--- config.mk ---
export PLATFORM = sky130hd
export DESIGN_NAME = dsp_carry_adder_pipe
export DESIGN_NICKNAME = d
export VERILOG_FILES = /design/src/rtl/dsp_pkg.sv /design/src/rtl/carry_in_sel.sv /design/src/rtl/dsp_carry_adder_pipe.sv
export SDC_FILE = /design/constraint.sdc
export NUM_CORES = 1
export LEC_CHECK = 0
export ABC_AREA = 1
export BUFFER_PORTS_ARGS = -buffer_cell sky130_fd_sc_hd__buf_4
export CAP_MARGIN = 20
export CORE_AREA = 3 3 90 92
export CTS_CLUSTER_SIZE = 8
export DETAILED_ROUTE_END_ITERATION = 12
export DIE_AREA = 0 0 93 95
export PLACE_DENSITY = 0.67
export RECOVER_POWER = 100
export SLEW_MARGIN = 20
export SYNTH_ARGS = -nofsm -noshare
export SYNTH_HDL_FRONTEND = slang
export SYNTH_SLANG_ARGS = --single-unit
--- constraint.sdc ---
create_clock -name CLK -period 6 [get_ports CLK]
set_input_delay 1.2 -clock CLK [delete_from_list [all_inputs] [get_ports CLK]]
set_output_delay 1.2 -clock CLK [all_outputs]
set_load 0.01 [all_outputs]
--- src/rtl/dsp_pkg.sv ---
// Shared constants for the DSP adder slice: carry-in source encodings and
// the legal operand width range.
package dsp_pkg;

   // Carry-in source select encodings (3'b110 / 3'b111 are reserved -> 0)
   localparam logic [2:0] CIN_ZERO   = 3'b000;
   localparam logic [2:0] CIN_ONE    = 3'b001;
   localparam logic [2:0] CIN_CAS    = 3'b010;
   localparam logic [2:0] CIN_FABRIC = 3'b011;
   localparam logic [2:0] CIN_FB     = 3'b100;
   localparam logic [2:0] CIN_FB_N   = 3'b101;

   // Operand width bounds
   localparam int WIDTH_MIN = 2;
   localparam int WIDTH_MAX = 54;

   function automatic bit width_ok(input int w);
      return (w >= WIDTH_MIN) && (w <= WIDTH_MAX);
   endfunction

endpackage

--- src/rtl/carry_in_sel.sv ---
// Combinational six-way carry-in source selector. Reserved encodings force 0.
module carry_in_sel
   import dsp_pkg::*;
(
   input  logic [2:0] sel_i,
   input  logic       ci_i,
   input  logic       cicas_i,
   input  logic       cf_i,
   output logic       cin_o
);

   // Pick the carry-in source; anything not listed is reserved and yields 0
   always_comb begin
      cin_o = 1'b0;
      case (sel_i)
         CIN_ZERO:   cin_o = 1'b0;
         CIN_ONE:    cin_o = 1'b1;
         CIN_CAS:    cin_o = cicas_i;
         CIN_FABRIC: cin_o = ci_i;
         CIN_FB:     cin_o = cf_i;
         CIN_FB_N:   cin_o = ~cf_i;
         default:    cin_o = 1'b0;
      endcase
   end

endmodule

--- src/rtl/dsp_carry_adder_pipe.sv ---
// Two-stage pipelined adder/accumulator slice. Stage 1 registers operands
// and controls; stage 2 adds X + Y + cin and registers SUM/CO/VALID_OUT.
// Bubbles leave SUM, CO and the carry-feedback register untouched so that
// multi-word chains and accumulations survive gaps in the valid stream.
module dsp_carry_adder_pipe
   import dsp_pkg::*;
#(
   parameter int WIDTH  = 18,
   parameter int ACC_EN = 0
) (
   input  logic             CLK,
   input  logic             RSTN,
   input  logic             CE,
   input  logic             VALID_IN,
   input  logic [WIDTH-1:0] A,
   input  logic [WIDTH-1:0] B,
   input  logic             CI,
   input  logic             CICAS,
   input  logic [2:0]       CARRYMUX_SEL,
   input  logic             ACCUM,
   input  logic             ACC_LOAD,
   output logic [WIDTH-1:0] SUM,
   output logic             CO,
   output logic             CO_CAS,
   output logic             VALID_OUT
);

   // Elaboration-time guard on the operand width
   if (!width_ok(WIDTH)) begin : g_width_check
      $error("dsp_carry_adder_pipe: WIDTH out of range");
   end

   // Stage 1 registers
   logic [WIDTH-1:0] a_q, b_q;
   logic             ci_q, cicas_q, accum_q, acc_load_q, v1_q;
   logic [2:0]       sel_q;

   // Stage 2 registers
   logic [WIDTH-1:0] sum_q, sum_d;
   logic             co_q, co_d;
   logic             vout_q;
   logic             cf_q;

   // Datapath intermediates
   logic             cin;
   logic             accum_eff;
   logic [WIDTH-1:0] y_d;
   logic [WIDTH:0]   sum_full;

   // Stage 1: capture operands and controls on every enabled cycle
   always_ff @(posedge CLK or negedge RSTN) begin
      if (!RSTN) begin
         a_q        <= '0;
         b_q        <= '0;
         ci_q       <= 1'b0;
         cicas_q    <= 1'b0;
         sel_q      <= CIN_ZERO;
         accum_q    <= 1'b0;
         acc_load_q <= 1'b0;
         v1_q       <= 1'b0;
      end else if (CE) begin
         a_q        <= A;
         b_q        <= B;
         ci_q       <= CI;
         cicas_q    <= CICAS;
         sel_q      <= CARRYMUX_SEL;
         accum_q    <= ACCUM;
         acc_load_q <= ACC_LOAD;
         v1_q       <= VALID_IN;
      end
   end

   carry_in_sel u_carry_in_sel (
      .sel_i   (sel_q),
      .ci_i    (ci_q),
      .cicas_i (cicas_q),
      .cf_i    (cf_q),
      .cin_o   (cin)
   );

   // Select Y (B, running SUM, or zero on load) and form the WIDTH+1 bit sum
   always_comb begin
      accum_eff = accum_q & (ACC_EN != 0);
      y_d       = b_q;
      if (accum_eff) begin
         y_d = acc_load_q ? '0 : sum_q;
      end
      sum_full = {1'b0, a_q} + {1'b0, y_d} + {{WIDTH{1'b0}}, cin};
      sum_d    = sum_full[WIDTH-1:0];
      co_d     = sum_full[WIDTH];
   end

   // Stage 2: valid ops update result and feedback carry; bubbles only drop valid
   always_ff @(posedge CLK or negedge RSTN) begin
      if (!RSTN) begin
         sum_q  <= '0;
         co_q   <= 1'b0;
         cf_q   <= 1'b0;
         vout_q <= 1'b0;
      end else if (CE) begin
         vout_q <= v1_q;
         if (v1_q) begin
            sum_q <= sum_d;
            co_q  <= co_d;
            cf_q  <= co_d;
         end
      end
   end

   assign SUM       = sum_q;
   assign CO        = co_q;
   assign CO_CAS    = co_q;
   assign VALID_OUT = vout_q;

endmodule

==> impl_metrics.tcl <==
set metrics [dict create \
    violations "max-capacitance violations, max-slew violations" \
    synth_fp_nets 430 \
    hold_buffers 0 \
    status "complete, but fails checks" \
    fmax_mhz 281 \
    dp.cells 519 \
    wl_mm 6.58 \
    initial_core_util_pct 45.5 \
    syn2layout_area_growth_pct 20.9 \
    cp-start-kind "input port" \
    numPortBuffers 65 \
    drv_cap 1 \
    skew_ns 0.0124 \
    cts.sinks 62 \
    synthFlopType "dfrtp_1" \
    yosysUniqueCellTypes 29 \
    numCtsBuffers 9 \
    die_x_um 93 \
    arrival_ns 3.80 \
    drc 0 \
    grt_start_max_net_pins 63 \
    crit_path_max_fanout 52 \
    synth_edf_count 0 \
    diodes 0 \
    leakage_nw 2.00 \
    cts-resized-gates 0 \
    post_cts_buffers 0 \
    syn_area_sq_um 3320 \
    gr-usage-all-layers_pct 15.9 \
    criticalPathCategory "input port to flop" \
    rsz0062_at_grt "no" \
    root_buffer "clkbuf_8" \
    place_area_sq_um 3880 \
    grt_pass1_vias 2507 \
    stdcell_count 535 \
    peakVddDrop_v 0.000145 \
    max-slew-margin-rel_pct -58.7 \
    drive_gt1_share_pct 24.3 \
    clock_path_buffers 2 \
    final_nets 497 \
    period_needed_ns 3.55 \
    fin_setup_tns_ns 0 \
    worstMarginPinSlew_ns 2.38 \
    fillers 720 \
    h-tree-depth 3 \
    gp_congestion 0.833 \
    hold_violations 0 \
    die_h_um 95 \
    overflow 0 \
    setup_violations 0 \
    clk_pin_slew_ns 0.07 \
    hp-class "flop to flop" \
    viasPerCell 4.76 \
    ios 68 \
    required_ns 6.25 \
    drt_pass1_iterations 4 \
    tritoncts "yes" \
    ys_warn_count 0 \
    fp.coreArea_sq_um 7290 \
    drt_iter0_markers 105 \
    placementRows 31 \
    syn_inst 364 \
    grt_antenna_before_repair 0 \
    ys_seq_area_share_pct 46.8 \
    async_reset_ff_share_pct 100 \
    synth_seq_cells 62 \
    die-area_sq_um 8840 \
    post-route-period-util_pct 59.2 \
    clock_latency_ns 0.33 \
    slew_viol_final 53 \
    antenna_left 0 \
    drt-wirelength-per-cell_um 12.3 \
    syn_avg_cell_area_sq_um 9.12 \
    critPathCaptureType "flop" \
    powerDensity_nw_per_um2 323 \
    hpwlAfterDp_mm 4.92 \
    vias 2548 \
    final_area_sq_um 4010 \
    grt_pass1_wl_mm 11.3 \
]
[metal layers]
layer | vias up | part of all wire (%) | global-route usage, %
li1 | 1331 | - | -
met1 | 1156 | 50 | 21.8
met2 | 56 | 44 | 25.3
met3 | 5 | 5.4 | 3.19
met4 | 0 | 0.87 | 5.25
met5 | - | 0 | 0
[state kept, by name (all words and copies together), names as in the netlist]
name       cells
SUM           18
a_q           18
b_q           18
sel_q          3
CO             1
VALID_OUT      1
ci_q           1
cicas_q        1
v1_q           1
[synth_stat cells, drive strengths merged (2+ instances only)]
library cell	n	area (sq um)
xor2	2	17.5
o21ai	27	139
mux2	34	383
a21oi	17	85.1
buf	7	37.5
nor2	17	66.3
fa	2	40.0
nand2	105	414
nand3b	4	30.0
dfrtp	62	1550
ha	17	213
clkbuf	3	21.3
and2	2	12.5
nor3	4	20.0
xnor2	4	35.0
nand3	18	95.1
inv	35	131
[worst paths after layout]
check	cells past startpoint	slack, ns	from	end
min in group asynchronous	1	0.95	RSTN	SUM[0]
max	6	2.45	CE	SUM[2]
max reg2reg	15	3.50	CO	SUM[16]
min	2	0.48	SUM[11]	SUM[11]
min reg2reg	2	0.48	SUM[11]	SUM[11]
max in group asynchronous	1	4.56	RSTN	b_q[8]
[cells by family after synthesis]
kind of cell / share of synthesized area (%)
DFF: 46.8
buffers and inverters: 5.84
AOI/OAI and AO/OA: 7.24
and+or+nand+nor: 19.4
xor gates and xnor gates: 1.58
adders and majority gates: 7.62
muxes: 11.5
[worst max-delay path: stages]
cell and delay, ns:
clkbuf_1 1.66, nand2_1 0.17, buf_4 0.32, clkinv_1 0.23
nand2_1 0.07, o21ai_0 0.13
[metrics by stage]
step                      setup WS, ns  util [%]  hold slack, ns  power (mW)
after floorplan                   3.69         -           0.475       0.787
after global placement            3.30      53.2           0.466       0.936
after detailed placement          3.25      53.2           0.473       0.944
after CTS                         3.45      56.1           0.488        1.35
after global routing              2.06      55.0           0.518        1.39
final                             2.45      55.0           0.479        1.29
[report_power, final]
group / switching, mW / internal (mW) / total [mW]
clock network: 0.155 / 0.244 / 0.399
registers: 0.0407 / 0.490 / 0.530
logic: 0.214 / 0.151 / 0.365
total: 0.410 / 0.885 / 1.29
[layout by cell type, fill, tap and decap left out, types with 2 or more instances in the layout]
cell type / synthesis / layout
nand2_1: 97 / 97
dfrtp_1: 62 / 62
buf_4: 1 / 44
mux2_2: 34 / 34
inv_1: 32 / 32
o21ai_0: 23 / 26
clkbuf_1: 2 / 24
a21oi_1: 17 / 17
nand3_1: 17 / 17
ha_1: 17 / 17
nor2_1: 16 / 16
clkbuf_8: 1 / 10
nand2_2: 8 / 8
nor3_1: 4 / 4
nand3b_1: 4 / 4
xnor2_1: 4 / 4
inv_2: 3 / 3
and2_1: 2 / 2
xor2_1: 2 / 2
fa_1: 2 / 2
bufinv_16: 0 / 2
clkinv_2: 0 / 2
[final cells by class]
| cell class | count | area, sq um | share of cell area [%] |
|---|---|---|---|
| repair buffers | 66 | 413 | 10.3 |
| multi-input cells | 256 | 1570 | 39.2 |
| clock buffers | 12 | 145 | 3.62 |
| well taps | 99 | 124 | 3.09 |
| inverters | 36 | 135 | 3.37 |
| clock inverters | 4 | 70.1 | 1.75 |
| flip-flops and latches | 62 | 1550 | 38.7 |
Note: power is estimated with default switching activity, not from simulation.
